**src/rtl/axil_csr_fifo_shell.sv**
```systemverilog
// AXI4-Lite slave shell: CSR bank plus PS->PL and PL->PS 32-bit FIFO channels.
// Word map: CSRs, then {data, free} per PS->PL channel, then {data, occupancy}
// per PL->PS channel; anything beyond that answers SLVERR.

module axil_csr_fifo_shell_fifo #(
    parameter int els_p = 4
) (
    input  logic                    clk,
    input  logic                    rst,
    input  logic                    enq,
    input  logic [31:0]             wdata,
    input  logic                    deq,
    output logic [31:0]             head,
    output logic [$clog2(els_p):0]  count,
    output logic                    full,
    output logic                    empty
);
    localparam int ptr_w = $clog2(els_p);
    localparam logic [ptr_w:0] els_c = (ptr_w + 1)'(els_p);

    logic [els_p-1:0][31:0] mem;
    logic [ptr_w-1:0]       wr_ptr, rd_ptr;

    // Storage has no reset; pointers and count alone define what is valid.
    always_ff @(posedge clk) begin
        if (enq) mem[wr_ptr] <= wdata;
    end

    // Pointers wrap on their own because the depth is a power of two.
    always_ff @(posedge clk or posedge rst) begin
        if (rst) begin
            wr_ptr <= '0;
            rd_ptr <= '0;
            count  <= '0;
        end else begin
            if (enq) wr_ptr <= wr_ptr + ptr_w'(1);
            if (deq) rd_ptr <= rd_ptr + ptr_w'(1);
            case ({enq, deq})
                2'b10:   count <= count + (ptr_w + 1)'(1);
                2'b01:   count <= count - (ptr_w + 1)'(1);
                default: ;
            endcase
        end
    end

    assign head  = mem[rd_ptr];
    assign full  = (count == els_c);
    assign empty = (count == '0);
endmodule

module axil_csr_fifo_shell #(
    parameter int addr_width_p = 10,
    parameter int num_regs_p   = 4,
    parameter int num_ps2pl_p  = 2,
    parameter int num_pl2ps_p  = 2,
    parameter int fifo_els_p   = 4
) (
    input  logic                          aclk,
    input  logic                          areset,
    input  logic [addr_width_p-1:0]       gp_axi_awaddr,
    input  logic [2:0]                    gp_axi_awprot,
    input  logic                          gp_axi_awvalid,
    output logic                          gp_axi_awready,
    input  logic [31:0]                   gp_axi_wdata,
    input  logic [3:0]                    gp_axi_wstrb,
    input  logic                          gp_axi_wvalid,
    output logic                          gp_axi_wready,
    output logic [1:0]                    gp_axi_bresp,
    output logic                          gp_axi_bvalid,
    input  logic                          gp_axi_bready,
    input  logic [addr_width_p-1:0]       gp_axi_araddr,
    input  logic [2:0]                    gp_axi_arprot,
    input  logic                          gp_axi_arvalid,
    output logic                          gp_axi_arready,
    output logic [31:0]                   gp_axi_rdata,
    output logic [1:0]                    gp_axi_rresp,
    output logic                          gp_axi_rvalid,
    input  logic                          gp_axi_rready,
    output logic [32*num_regs_p-1:0]      csr_data_o,
    output logic [32*num_ps2pl_p-1:0]     ps2pl_data_o,
    output logic [num_ps2pl_p-1:0]        ps2pl_v_o,
    input  logic [num_ps2pl_p-1:0]        ps2pl_yumi_i,
    input  logic [32*num_pl2ps_p-1:0]     pl2ps_data_i,
    input  logic [num_pl2ps_p-1:0]        pl2ps_v_i,
    output logic [num_pl2ps_p-1:0]        pl2ps_ready_o
);
    localparam int          cnt_w      = $clog2(fifo_els_p) + 1;
    localparam int unsigned base_ps2pl = num_regs_p;
    localparam int unsigned base_pl2ps = num_regs_p + 2 * num_ps2pl_p;
    localparam int unsigned num_words  = base_pl2ps + 2 * num_pl2ps_p;
    localparam logic [1:0]  resp_okay   = 2'b00;
    localparam logic [1:0]  resp_slverr = 2'b10;

    typedef struct packed {
        logic [31:0] data;
        logic [1:0]  resp;
    } rd_rsp_t;

    logic                                rst_done;
    logic [num_regs_p-1:0][31:0]         csr_q;
    logic                                aw_held, w_held;
    logic [addr_width_p-3:0]             aw_word_q;
    logic [31:0]                         w_data_q;
    logic [3:0]                          w_strb_q;
    logic                                aw_hs, w_hs, ar_hs, commit;
    logic [31:0]                         wr_idx, rd_idx, wr_data;
    logic [3:0]                          wr_strb;
    logic [1:0]                          wr_resp;
    rd_rsp_t                             rd_rsp;
    logic [num_ps2pl_p-1:0]              ps2pl_full, ps2pl_empty;
    logic [num_ps2pl_p-1:0][cnt_w-1:0]   ps2pl_cnt, ps2pl_free;
    logic [num_pl2ps_p-1:0]              pl2ps_full, pl2ps_empty;
    logic [num_pl2ps_p-1:0][cnt_w-1:0]   pl2ps_cnt;
    logic [num_pl2ps_p-1:0][31:0]        pl2ps_head;
    logic                                unused_ok;

    assign unused_ok = ^{gp_axi_awprot, gp_axi_arprot, gp_axi_awaddr[1:0], gp_axi_araddr[1:0]};

    assign gp_axi_awready = rst_done & ~aw_held & ~gp_axi_bvalid;
    assign gp_axi_wready  = rst_done & ~w_held & ~gp_axi_bvalid;
    assign gp_axi_arready = rst_done & ~gp_axi_rvalid;

    assign aw_hs  = gp_axi_awvalid & gp_axi_awready;
    assign w_hs   = gp_axi_wvalid & gp_axi_wready;
    assign ar_hs  = gp_axi_arvalid & gp_axi_arready;
    assign commit = (aw_held | aw_hs) & (w_held | w_hs);

    assign wr_idx  = 32'(aw_held ? aw_word_q : gp_axi_awaddr[addr_width_p-1:2]);
    assign wr_data = w_held ? w_data_q : gp_axi_wdata;
    assign wr_strb = w_held ? w_strb_q : gp_axi_wstrb;
    assign rd_idx  = 32'(gp_axi_araddr[addr_width_p-1:2]);

    assign csr_data_o = csr_q;

    // Ready outputs stay low until the first edge after reset release.
    always_ff @(posedge aclk or posedge areset) begin
        if (areset) rst_done <= 1'b0;
        else        rst_done <= 1'b1;
    end

    // Write response: unmapped words and writes into a full PS->PL FIFO fail.
    always_comb begin
        wr_resp = resp_okay;
        if (wr_idx >= num_words) wr_resp = resp_slverr;
        for (int c = 0; c < num_ps2pl_p; c++)
            if (wr_idx == base_ps2pl + 2 * c && ps2pl_full[c]) wr_resp = resp_slverr;
    end

    // AW/W holding registers and B channel; commit clears both holds.
    always_ff @(posedge aclk or posedge areset) begin
        if (areset) begin
            aw_held       <= 1'b0;
            w_held        <= 1'b0;
            aw_word_q     <= '0;
            w_data_q      <= '0;
            w_strb_q      <= '0;
            gp_axi_bvalid <= 1'b0;
            gp_axi_bresp  <= resp_okay;
        end else if (commit) begin
            aw_held       <= 1'b0;
            w_held        <= 1'b0;
            gp_axi_bvalid <= 1'b1;
            gp_axi_bresp  <= wr_resp;
        end else begin
            if (aw_hs) begin
                aw_held   <= 1'b1;
                aw_word_q <= gp_axi_awaddr[addr_width_p-1:2];
            end
            if (w_hs) begin
                w_held   <= 1'b1;
                w_data_q <= gp_axi_wdata;
                w_strb_q <= gp_axi_wstrb;
            end
            if (gp_axi_bvalid && gp_axi_bready) gp_axi_bvalid <= 1'b0;
        end
    end

    // Byte-masked CSR update on commit.
    always_ff @(posedge aclk or posedge areset) begin
        if (areset) begin
            csr_q <= '0;
        end else if (commit) begin
            for (int i = 0; i < num_regs_p; i++)
                if (wr_idx == i)
                    for (int b = 0; b < 4; b++)
                        if (wr_strb[b]) csr_q[i][8*b +: 8] <= wr_data[8*b +: 8];
        end
    end

    // Read data mux; an empty PL->PS data word reads 0 with SLVERR.
    always_comb begin
        rd_rsp = '0;
        if (rd_idx >= num_words) rd_rsp.resp = resp_slverr;
        for (int i = 0; i < num_regs_p; i++)
            if (rd_idx == i) rd_rsp.data = csr_q[i];
        for (int c = 0; c < num_ps2pl_p; c++)
            if (rd_idx == base_ps2pl + 2 * c + 1) rd_rsp.data = 32'(ps2pl_free[c]);
        for (int c = 0; c < num_pl2ps_p; c++) begin
            if (rd_idx == base_pl2ps + 2 * c) begin
                if (pl2ps_empty[c]) rd_rsp.resp = resp_slverr;
                else                rd_rsp.data = pl2ps_head[c];
            end
            if (rd_idx == base_pl2ps + 2 * c + 1) rd_rsp.data = 32'(pl2ps_cnt[c]);
        end
    end

    // R channel: one outstanding read, response registered at AR handshake.
    always_ff @(posedge aclk or posedge areset) begin
        if (areset) begin
            gp_axi_rvalid <= 1'b0;
            gp_axi_rdata  <= '0;
            gp_axi_rresp  <= resp_okay;
        end else if (ar_hs) begin
            gp_axi_rvalid <= 1'b1;
            gp_axi_rdata  <= rd_rsp.data;
            gp_axi_rresp  <= rd_rsp.resp;
        end else if (gp_axi_rvalid && gp_axi_rready) begin
            gp_axi_rvalid <= 1'b0;
        end
    end

    for (genvar c = 0; c < num_ps2pl_p; c++) begin : g_ps2pl
        logic enq;
        assign enq = commit & (wr_idx == base_ps2pl + 2 * c) & ~ps2pl_full[c];
        axil_csr_fifo_shell_fifo #(.els_p(fifo_els_p)) u_fifo (
            .clk   (aclk),
            .rst   (areset),
            .enq   (enq),
            .wdata (wr_data),
            .deq   (ps2pl_yumi_i[c] & ~ps2pl_empty[c]),
            .head  (ps2pl_data_o[32*c +: 32]),
            .count (ps2pl_cnt[c]),
            .full  (ps2pl_full[c]),
            .empty (ps2pl_empty[c])
        );
        assign ps2pl_v_o[c]  = ~ps2pl_empty[c];
        assign ps2pl_free[c] = cnt_w'(fifo_els_p) - ps2pl_cnt[c];
    end

    for (genvar c = 0; c < num_pl2ps_p; c++) begin : g_pl2ps
        logic enq, deq;
        assign enq = pl2ps_v_i[c] & pl2ps_ready_o[c];
        assign deq = ar_hs & (rd_idx == base_pl2ps + 2 * c) & ~pl2ps_empty[c];
        axil_csr_fifo_shell_fifo #(.els_p(fifo_els_p)) u_fifo (
            .clk   (aclk),
            .rst   (areset),
            .enq   (enq),
            .wdata (pl2ps_data_i[32*c +: 32]),
            .deq   (deq),
            .head  (pl2ps_head[c]),
            .count (pl2ps_cnt[c]),
            .full  (pl2ps_full[c]),
            .empty (pl2ps_empty[c])
        );
        assign pl2ps_ready_o[c] = rst_done & ~pl2ps_full[c];
    end
endmodule

```
**config.mk**
```make
export PLATFORM = sky130hd
export DESIGN_NAME = axil_csr_fifo_shell
export DESIGN_NICKNAME = d
export VERILOG_FILES = /design/src/rtl/axil_csr_fifo_shell.sv
export SDC_FILE = /design/constraint.sdc
export NUM_CORES = 1
export LEC_CHECK = 0
export BUFFER_PORTS_ARGS = -buffer_cell sky130_fd_sc_hd__buf_2
export CAP_MARGIN = 20
export CORE_UTILIZATION = 63
export CTS_CLUSTER_SIZE = 14
export DETAILED_ROUTE_END_ITERATION = 10
export PLACE_DENSITY = 0.95
export REMOVE_ABC_BUFFERS = 1
export SLEW_MARGIN = 0
export SYNTH_ARGS = -nofsm -noshare
export SYNTH_HDL_FRONTEND = slang
export SYNTH_HIERARCHICAL = 1
export SYNTH_SLANG_ARGS = --single-unit
```
**constraint.sdc**
```tcl
create_clock -name aclk -period 13.45 [get_ports aclk]
set_input_delay 0.6725 -clock aclk [delete_from_list [all_inputs] [get_ports aclk]]
set_output_delay 0.6725 -clock aclk [all_outputs]
set_load 0.01 [all_outputs]
```
==> results by group <==
Run status
  – Status: completed

Worst setup path
  – Setup CP Type: reg2reg
  – Element type at the critical path end: flip-flop
  – CP startpoint kind: flip-flop
  – Worst path required time: 13,930 ps
  – Crit Path Max Fanout: 16
  – Arrival @ worst endpoint: 3730 ps

Timing
  – Fin crit period: 3252 ps
  – Tcrit/Tclk final: 0.2418
  – Max-slew violations: 0
  – RSZ-0062 raised after global routing: false
  – Setup TNS: 0 ps
  – Relative slew margins: 0.3119
  – Fmax: 0.3075 GHz
  – Worst clock skew: 28.19 ps
  – Setup-failing EPs final: 0
  – Final hold violation count: 0
  – Worst-Margin Slew: 1027 ps

Route
  – Routed wire length: 77,640 um
  – DR vias: 17,420
  – 1st-iter DRT viols: 1,908
  – Residual DRC count: 0
  – DRT Pass-1 Iters: 5
  – Routed vias/inst: 6.531
  – ANT nets after route: 0
  – WL per Instance: 29.11 um

Clock tree
  – Clk buf depth: 3
  – CTS tree: built
  – CTS Root Cell: clkbuf_16
  – CTS Hold Buffers Added: 0
  – Clk pin slew, worst setup/hold paths: 60 ps
  – CTS Buf Count: 74
  – CTS Sinks: 751
  – Post-CTS resize count: 0
  – Worst-Skew Late Latency: 620 ps
  – Setup repair bufs after CTS: 0
  – CTS HTree Levels: 3

Power
  – Pwr dens: 180.3 mW/mm^2
  – Clock network power share: 0.323
  – Maximum VDD drop: 0.1391 mV
  – Seq pwr share: 0.459
  – Psw: 0.001842 W
  – Switch share: 0.2860
  – Logic gate share of total power: 0.218
  – P_int: 0.004599 W
  – Leak pwr: 14.45 nW
  – Power, Total: 0.006441 W

Yosys
  – Top post-synthesis cells by count: 512 x edfxtp_1, 239 x dfrtp_1, 143 x mux4_2, 112 x mux2_2, 72 x mux2_1
  – Synth Instances: 1,589
  – Dominant synthesized flop cell: edfxtp_1
  – Main area contributors after synthesis: edfxtp_1 50%, dfrtp_1 19%, mux4_2 10%
  – Top cell type's share of synthesized area: 0.4977
  – Netlist cell types: 65
  – Synthesized area: 0.03089 mm^2
  – Post-synth ARST share: 0.3182
  – Synth area leader: edfxtp_1
  – Number of synthesized flops with an enable pin: 512
  – #FFs+latches synth: 751
  – Cell with the most instances after synthesis: edfxtp_1
  – Yosys warns: 6
  – Register area share after synthesis: 0.6913
  – Mean Syn Cell Area: 19.44 um^2

Floorplanning
  – Row cnt: 80
  – Die Width: 223.4 um
  – DIE AREA: 0.04992 mm^2
  – IO Count: 374
  – Die H: 223.4 um
  – Starting Density: 0.6429
  – Core ar.: 0.04805 mm^2

Min path
  – Min-Delay Path Class: in2async

GRT
  – Gr usage total: 0.3165
  – Vias in the first global route: 17,810
  – GRT Residual Overflow: 0
  – Initial antenna violation count: 9
  – Largest net degree at the start of global routing: 129
  – First-pass GRT wire length: 114,300 um

Place
  – Dpl cell area: 0.03321 mm^2
  – Buffers added on ports: 361
  – Post-DP HPWL: 49,520 um
  – Gpl congestion: 0.8555

Cells and area
  – Final #Nets: 2,150
  – Area Growth Syn to Fin: 15.65%
  – Cell area after layout: 0.03572 mm^2
  – Share of layout cells above drive strength 1: 0.4035

Flow run
  – Max-cap violations: 0
-- power by group through the flow --
stage	Combinational (W)	Sequential [W]	Clock, W
floorplan	0.000771	0.00305	0
global placement	0.00132	0.00296	0
detailed placement	0.00139	0.00299	0
CTS	0.00140	0.00295	0.00209
global route	0.00149	0.00297	0.00218
finish	0.00141	0.00295	0.00208
-- flip-flops by register name (all words and copies together) (netlist names), 4 cells and up --
name                   count
aw_word_q                  8
w_strb_q                   4
g_ps2pl.u_fifo/wr_ptr      4
g_pl2ps.u_fifo/mem       256
g_ps2pl.u_fifo/mem       256
g_pl2ps.u_fifo/rd_ptr      4
w_data_q                  32
csr_data_o               128
g_ps2pl.u_fifo/count       6
g_ps2pl.u_fifo/rd_ptr      4
gp_axi_rdata              32
g_pl2ps.u_fifo/wr_ptr      4
g_pl2ps.u_fifo/count       6
-- placed cells by master, fill, tap and decap left out, types with 6 or more instances in the layout --
cell type  Yosys  layout
mux2_1        72      72
buf_4          3      34
mux2i_1       10      10
clkinv_2       0      11
nand2_1       49      49
a21oi_1        6       6
clkinv_1       0       7
xor2_1        17      17
and2_1        21      21
mux4_2       143     143
inv_1         38      37
edfxtp_1     512     512
ha_1          22      22
nor2_8        12      12
clkbuf_16      0      79
nor2_1        20      20
mux2_2       112     112
dfrtp_1      239     234
mux4_1        16      16
o21ai_0       37      37
nor2b_1        6       6
mux2_4        24      24
clkbuf_8       0       9
buf_2         36     361
a22o_1        29      29
clkbuf_1      19      21
nor3_1        16      15
a22oi_1       29      29
xnor2_1        9       9
-- final timing paths --
path | startpoint | end | slack (ps) | cells past startpoint
worst min register to register | g_ps2pl[0].u_fifo/rd_ptr[0] | g_ps2pl[0].u_fifo/rd_ptr[0] | 480 | 1
worst min-delay path | areset | g_pl2ps[1].u_fifo/count[1] | 110 | 2
worst max register to register | aw_held | g_ps2pl[1].u_fifo/count[2] | 10200 | 11
worst max-delay path | aw_held | g_ps2pl[1].u_fifo/count[2] | 10200 | 11
max in group asynchronous | areset | w_data_q[26] | 11860 | 4
min in group aclk | gp_axi_bready | gp_axi_bvalid | 240 | 2
-- cell families after synthesis --
family,share of synthesized area
AOI/OAI and AO/OA,0.02856
xor gates and xnor gates,0.007372
adders and majority gates,0.01150
buffers and inverters,0.02309
DFF,0.6913
muxes,0.2013
other,0.0002431
and+or+nand+nor,0.03658
-- metrics by stage --
step / instances / utilization / setup WS (ps) / hold WS, ps
2_1_floorplan: 1513 / - / 7012 / 473.9
3_3_place_gp: 2523 / 0.6907 / 9670 / 460.5
3_5_place_dp: 2524 / 0.6913 / 9574 / 463.7
4_1_cts: 2660 / 0.7421 / 10210 / 84.07
5_1_grt: 2666 / 0.7435 / 9932 / 111.7
6_report: 2667 / 0.7435 / 10200 / 106.6
-- critical path: stages (launching register included) --
cell and delay, ps:
dfrtp_1 770, nor2_1 190, nor3_1 330, nand3_1 170
nor3_1 650, inv_1 120, ha_1 260, inv_1 80
fa_1 180, xor2_1 150, nor2_1 70, xor2_1 150
-- area by class of cell --
class                      instances  area [um^2]
antenna                            5        12.51
sequential                       751        21360
fill                            2575        12320
inverter                          38        150.1
multi-input combinational        724         8842
timing repair buffer             398         2145
clock inverter                    27        264.0
tap                              615        769.5
clock buffer                     109         2180
-- per-layer routing --
layer | GRT usage | part of all wire
met1 | 0.4127 | 0.36
met2 | 0.5168 | 0.50
met3 | 0.08113 | 0.099
met4 | 0.1226 | 0.041
met5 | 0 | 0.00077
No activity file was read; power rests on OpenSTA's default activity.
